`config.mk`:
```
export PLATFORM = sky130hd
export DESIGN_NAME = i2s_adc_receiver
export DESIGN_NICKNAME = d
export VERILOG_FILES = /design/src/rtl/i2s_adc_receiver.sv
export SDC_FILE = /design/constraint.sdc
export NUM_CORES = 1
export LEC_CHECK = 0
export BUFFER_PORTS_ARGS = -buffer_cell sky130_fd_sc_hd__buf_2
export CAP_MARGIN = 0
export CORE_AREA = 2 2 84 86
export DETAILED_ROUTE_END_ITERATION = 8
export DIE_AREA = 0 0 86 88
export PLACE_DENSITY = 0.83
export SLEW_MARGIN = 20
export SYNTH_ARGS = -nofsm -noshare
export SYNTH_HDL_FRONTEND = slang
export SYNTH_SLANG_ARGS = --single-unit
```
`constraint.sdc`:
```
create_clock -name clk -period 5.6 [get_ports clk]
set_input_delay 0.28 -clock clk [delete_from_list [all_inputs] [get_ports clk]]
set_output_delay 0.28 -clock clk [all_outputs]
set_load 0.01 [all_outputs]
```
`src/rtl/i2s_adc_receiver.sv`:
```
// I2S master receiver for the line-in ADC: generates MCLK/SCK/LRCK and deserializes left/right pairs.
// Optional MONO_MIX_EN adds sample_mono, the floor-mean of left and right.
module i2s_adc_receiver #(
    parameter int DATA_W        = 16,
    parameter int WARMUP_FRAMES = 2
) (
    input  logic              clk,
    input  logic              rst_n,
    input  logic              audio_sdout,
    output logic              audio_mclk,
    output logic              audio_lrck,
    output logic              audio_sck,
    output logic [DATA_W-1:0] sample_left,
    output logic [DATA_W-1:0] sample_right,
    output logic              sample_valid,
    input  logic              sample_ready,
`ifdef MONO_MIX_EN
    output logic [DATA_W-1:0] sample_mono,
`endif
    output logic              overrun
);

    typedef enum logic {WARMUP, RUN} state_t;

    state_t            state;
    logic [8:0]        cnt;
    logic [8:0]        cnt_nxt;
    logic [4:0]        slot;
    logic              bit_strobe;
    logic              last_bit;
    logic              pair_complete;
    logic [3:0]        frame_cnt;
    logic [DATA_W-1:0] left_sr;
    logic [DATA_W-1:0] left_hold;
    logic [DATA_W-1:0] right_sr;
    logic [DATA_W-1:0] left_nxt;
    logic [DATA_W-1:0] right_nxt;

    assign cnt_nxt       = cnt + 9'd1;
    assign slot          = cnt[7:3];
    // slot 0 is the I2S one-bit delay; data occupies slots 1..DATA_W
    assign bit_strobe    = (cnt[2:0] == 3'd5) && (slot != 5'd0) && (slot <= 5'(DATA_W));
    assign last_bit      = bit_strobe && (slot == 5'(DATA_W));
    assign pair_complete = cnt[8] && (slot == 5'(DATA_W)) && (cnt[2:0] == 3'd6);
    assign left_nxt      = (left_sr << 1) | DATA_W'(audio_sdout);
    assign right_nxt     = (right_sr << 1) | DATA_W'(audio_sdout);

    // Clock outputs are registered from the next count so they line up with cnt itself.
    always_ff @(posedge clk or negedge rst_n) begin
        if (!rst_n) begin
            cnt        <= '0;
            audio_mclk <= 1'b0;
            audio_sck  <= 1'b0;
            audio_lrck <= 1'b0;
        end else begin
            cnt        <= cnt_nxt;
            audio_mclk <= cnt_nxt[1];
            audio_sck  <= cnt_nxt[2];
            audio_lrck <= cnt_nxt[8];
        end
    end

    always_ff @(posedge clk or negedge rst_n) begin
        if (!rst_n) begin
            left_sr   <= '0;
            left_hold <= '0;
            right_sr  <= '0;
        end else if (bit_strobe) begin
            if (!cnt[8]) begin
                left_sr <= left_nxt;
                if (last_bit) left_hold <= left_nxt;
            end else begin
                right_sr <= right_nxt;
            end
        end
    end

    always_ff @(posedge clk or negedge rst_n) begin
        if (!rst_n) begin
            state        <= WARMUP;
            frame_cnt    <= '0;
            sample_left  <= '0;
            sample_right <= '0;
            sample_valid <= 1'b0;
            overrun      <= 1'b0;
`ifdef MONO_MIX_EN
            sample_mono  <= '0;
`endif
        end else begin
            overrun <= 1'b0;
            case (state)
                WARMUP: begin
                    if (frame_cnt == 4'(WARMUP_FRAMES)) state <= RUN;
                    else if (pair_complete) frame_cnt <= frame_cnt + 4'd1;
                end
                RUN: begin
                    if (pair_complete) begin
                        sample_left  <= left_hold;
                        sample_right <= right_sr;
                        sample_valid <= 1'b1;
                        overrun      <= sample_valid && !sample_ready;
`ifdef MONO_MIX_EN
                        sample_mono  <= DATA_W'(($signed({left_hold[DATA_W-1], left_hold})
                                               + $signed({right_sr[DATA_W-1], right_sr})) >>> 1);
`endif
                    end else if (sample_valid && sample_ready) begin
                        sample_valid <= 1'b0;
                    end
                end
                default: state <= WARMUP;
            endcase
        end
    end

endmodule
```
# Yosys cells after proc, flatten, opt, wreduce, memory -nomap -nowiden
# Index checks and enable logic that the tools add are counted.
# Widths: inputs -> output; s select.
[totals] register_bits=98 in_bits=4
[op_classes] add_sub_neg=2 n_lt_le_gt_ge=1 n_eq_ne=4 mux=6 n_bitwise=5 reduce_logical=16
[ops] operator="$or 16x1->16" count=2
[ops] operator="$add 9x1->9 const B" count=1
[ops] operator="$reduce_and 2->1" count=4
[ops] operator="$logic_and 1x1->1" count=7
[ops] operator="$eq 3x3->1 const B" count=2
[ops] operator="$mux 1" count=6
[ops] operator="$reduce_and 3->1" count=2
[ops] operator="$eq 5x5->1 const B" count=1
[ops] operator="$le 5x5->1 const B" count=1
[ops] operator="$reduce_bool 5->1" count=1
[ops] operator="$add 4x1->4 const B" count=1
[ops] operator="$eq 4x2->1 const B" count=1
[ops] operator="$not 1->1" count=3
[ops] operator="$reduce_bool 2->1" count=1
[ops] operator="$logic_not 1->1" count=1

# Depth between registers and ports, before layout
[logic_depth] ltp_word=5 ltp_mapped=7 depth_no_buf=5

# Least setup slack after synthesis
# No wires, ideal clock.
[synth_path] path_type="register to register" start="reg cnt[6]" end="reg right_sr[10]" setup_ns=0.125 arrival_ns=2.133 path_slack_ns=3.343 stages_incl_launch_ff=5 n_path_buf=1 synth_period_minus_slack_ns=2.257 path_cell_list="dfrtp_1 -> nor4_1 -> mux2i_1 -> clkbuf_1 -> mux2_2"
[synth_via] elab_chain_cells=4 elab_cells_between_ends=5
[synth_rtl] item="from (decl)" line="26" source="logic [8:0] cnt;"
[synth_rtl] item="from (signal assigned)" line="56" source="cnt <= cnt_nxt;"
[synth_rtl] item="branches (longest 2 deep; another with $le 5x5->1)"
[synth_rtl] item="$logic_and 1x1->1 (*)" line="42" source="assign bit_strobe = (cnt[2:0] == 3'd5) && (slot != 5'd0) && (slot <= 5'(DATA_W));"
[synth_rtl] item="$reduce_and 2->1 (no source line) (*)"
[synth_rtl] item="to (signal assigned)" line="73" source="right_sr <= right_nxt;"
[synth_rtl] item="to (decl)" line="35" source="logic [DATA_W-1:0] right_sr;"
# Mark *: on every way between the ends.
# A chain may end at the register's enable or synchronous reset.

# Worst setup path in the final report
[layout_path] start="reg cnt[3]" end="reg sample_left[9]"
[layout_via] elab_chain_cells=4
[layout_rtl] item="$eq 5x5->1" line="44" source="assign pair_complete = cnt[8] && (slot == 5'(DATA_W)) && (cnt[2:0] == 3'd6);"
[layout_rtl] item="$logic_and 1x1->1 (2 in a row)" line="44"
[layout_rtl] item="$reduce_and 2->1 (no source line)"
[layout_rtl] item="to (signal assigned)" line="98" source="sample_left <= left_hold;"
[layout_rtl] item="to (decl)" line="13" source="output logic [DATA_W-1:0] sample_left,"
# No other way between the ends.

==> reports/metrics.csv <==
metric;value;unit
status;complete, no violations;
clkTransAtPathRegs;0.09;ns
cp.required;5.83;ns
die_w;86;um
netlist.area_leader.share;61.79;%
drive_above_1_share;49.30;%
clock-sinks;95;
hpwlAfterDp;3802;um
cts_buffers;9;
syn_nets;244;
ys_warn_count;0;
vias_per_cell;5.440;
drcViolationCount;0;
slew_headroom;29.06;%
routed_wirelength;5872;um
ys_seq_area_share;61.79;%
critPathTopFamily;simple AND/OR/NAND/NOR gates;
cts_resized;0;
power_frac_seq;59.6;%
dieHeight;88;um
register_area;0.002377;sq mm
ys.flop_type;dfrtp_1;
clkPwrFrac;38.9;%
power.leakage;2.299;nW
fin_ws;2.986;ns
cts_tree;yes;
async_flop_share;100.0;%
syn_to_final_growth;11.58;%
rows;30;
antenna_found_initial;0;
crit_type;flop to flop;
fin_tns_setup;0;ns
switching_share;21.86;%
ys_top_cells_by_area;dfrtp_1, mux2_2, mux2_4;
fin_cells;366;
overflow;0;
gp_congestion;0.7979;
hold_viol;0;
rsz0062_at_grt;no;
drtIter0Drc;135;
netlist_instances;235;
first_global_vias;2051;
core;0.006644;sq mm
fmax;382.5;MHz
antenna_cells;0;
cts_setup_buffers;0;
end_kind;flop;
crit_fanout;34;
gr-usage-all-layers;16.82;%
setup_viol;0;
vias;1991;
total_power;1.155;mW
insertion_delay;0.35;ns
cts_hold_buf;1;
timing_worst_slew_pin_value;1.064;ns
ir_drop;0.1397;mV
clock-skew-final;0.01060;ns
antenna_left;0;
worst_ep_arrival_time;2.85;ns
port_buffers;40;
htreeDepth;3;
critical_path.slowest_cell;or3_2;
maxCapViolCount;0;
synth_edf_count;0;
grt_pass1_wl;9784;um
synth_seq_cells;95;
clock_path_buffers;2;
intPower;902.2;uW
dp.cells;349;
preCtsSetupSlack;3.010;ns
yosysMostFrequentCell;dfrtp_1;
crit_chain;or4_1 -> or3_2 -> mux2_4;
synth_area_leader_cell;dfrtp_1;
multi_input_area;0.001355;sq mm
grt_start_max_net_pins;76;
fin_nets;290;
slowest_delay;0.94;ns
drv_slew;0;
min_path_type;primary input to flop;
p_comb_share;1.4;%
nFillCells;488;
synth_area;0.003847;sq mm
min_period_over_period;46.68;%
crit_buf_inv;0;
die-area;0.007568;sq mm
start_util;57.91;%
worstSetupStartpointType;flop;
io_pins;41;
ys_top_cells_by_count;dfrtp_1, mux2_2, mux2_4;
syn_area_per_cell;16.37;sq um
switchingPower;252.4;uW
timing.final.crit_period;2.614;ns
root_buffer;clkbuf_8;
wire_per_inst;16.04;um
p_per_area;269.0;mW/mm^2
drtPass1Iterations;4;
ys_types;27;
-- sequential cells by signal, summed over array words and instances, names as in the netlist --
register,cells
left_hold,16
right_sr,16
cnt,8
state,1
sample_valid,1
sample_right,16
audio_lrck,1
left_sr,15
sample_left,16
frame_cnt,4
overrun,1
-- cell type report --
class                   count  area share, %
clock buffers               9          2.885
flip-flops and latches     95          55.38
inverters                   6         0.5246
multi-input cells         125          31.57
clock inverters             7          1.836
well taps                  80          2.332
repair buffers             44          5.479
-- final timing paths --
path | start | end | slack, ns | cells after the start
worst min-delay path | sample_ready | overrun | 0.09 | 2
worst min register to register | frame_cnt[3] | frame_cnt[3] | 0.49 | 1
worst max register to register | cnt[3] | sample_left[9] | 2.99 | 3
worst max-delay path | cnt[3] | sample_left[9] | 2.99 | 3
min in group asynchronous | rst_n | sample_right[8] | 0.34 | 2
max in group asynchronous | rst_n | left_sr[8] | 4.09 | 3
-- stage by stage --
step                      hold slack (ns)  utilization, %  cell area, sq um
final                             0.09270           64.61              4293
after global routing              0.09292           64.61              4293
after CTS                         0.07650           64.61              4293
after detailed placement           0.1767           61.41              4080
after global placement             0.1739           61.41              4080
after floorplan                  -0.01559               -              3847
-- power by group through the flow --
stage	combinational (mW)	clock (mW)	sequential, mW
after floorplan	0.00164	0	0.702
after global routing	0.0200	0.495	0.689
after global placement	0.0170	0	0.702
final	0.0167	0.449	0.689
after CTS	0.0177	0.463	0.689
after detailed placement	0.0173	0	0.702
-- cells in the final DEF (no fill, tap or decap) --
cell type       n
ha_1            5
dlygate4sd3_1   1
nor4_1          3
or3_2           1
nor2_2          1
buf_2          39
or2_2           1
or4_1           1
inv_8           1
nand4bb_1       1
bufinv_16       1
xnor2_1         7
mux2_4         28
buf_4           4
inv_1           6
mux2_2         51
and3_1          1
nor3_1          1
nand4b_1        3
and4_1          1
nand2b_1        1
clkbuf_8        9
mux2i_1         3
nand4_1         4
clkinvlp_4      2
xor2_1          3
clkinv_2        1
nor3b_1         2
inv_6           2
nand2_1         4
dfrtp_1        95
nand3_1         3
-- cell families after synthesis --
logic type,synth area share (%)
xor gates and xnor gates,2.277
DFF,61.79
adders and majority gates,1.626
muxes,26.63
and+or+nand+nor,4.651
buffers and inverters,3.024
-- metal layers --
layer	track usage [%]	vias to the layer above	routed length, um
met5	0	-	0
met4	7.648	0	61
met3	3.205	7	179
met2	27.55	40	2974
met1	21.94	1027	2656
li1	-	917	-
Note: power is estimated with default switching activity, not from simulation.
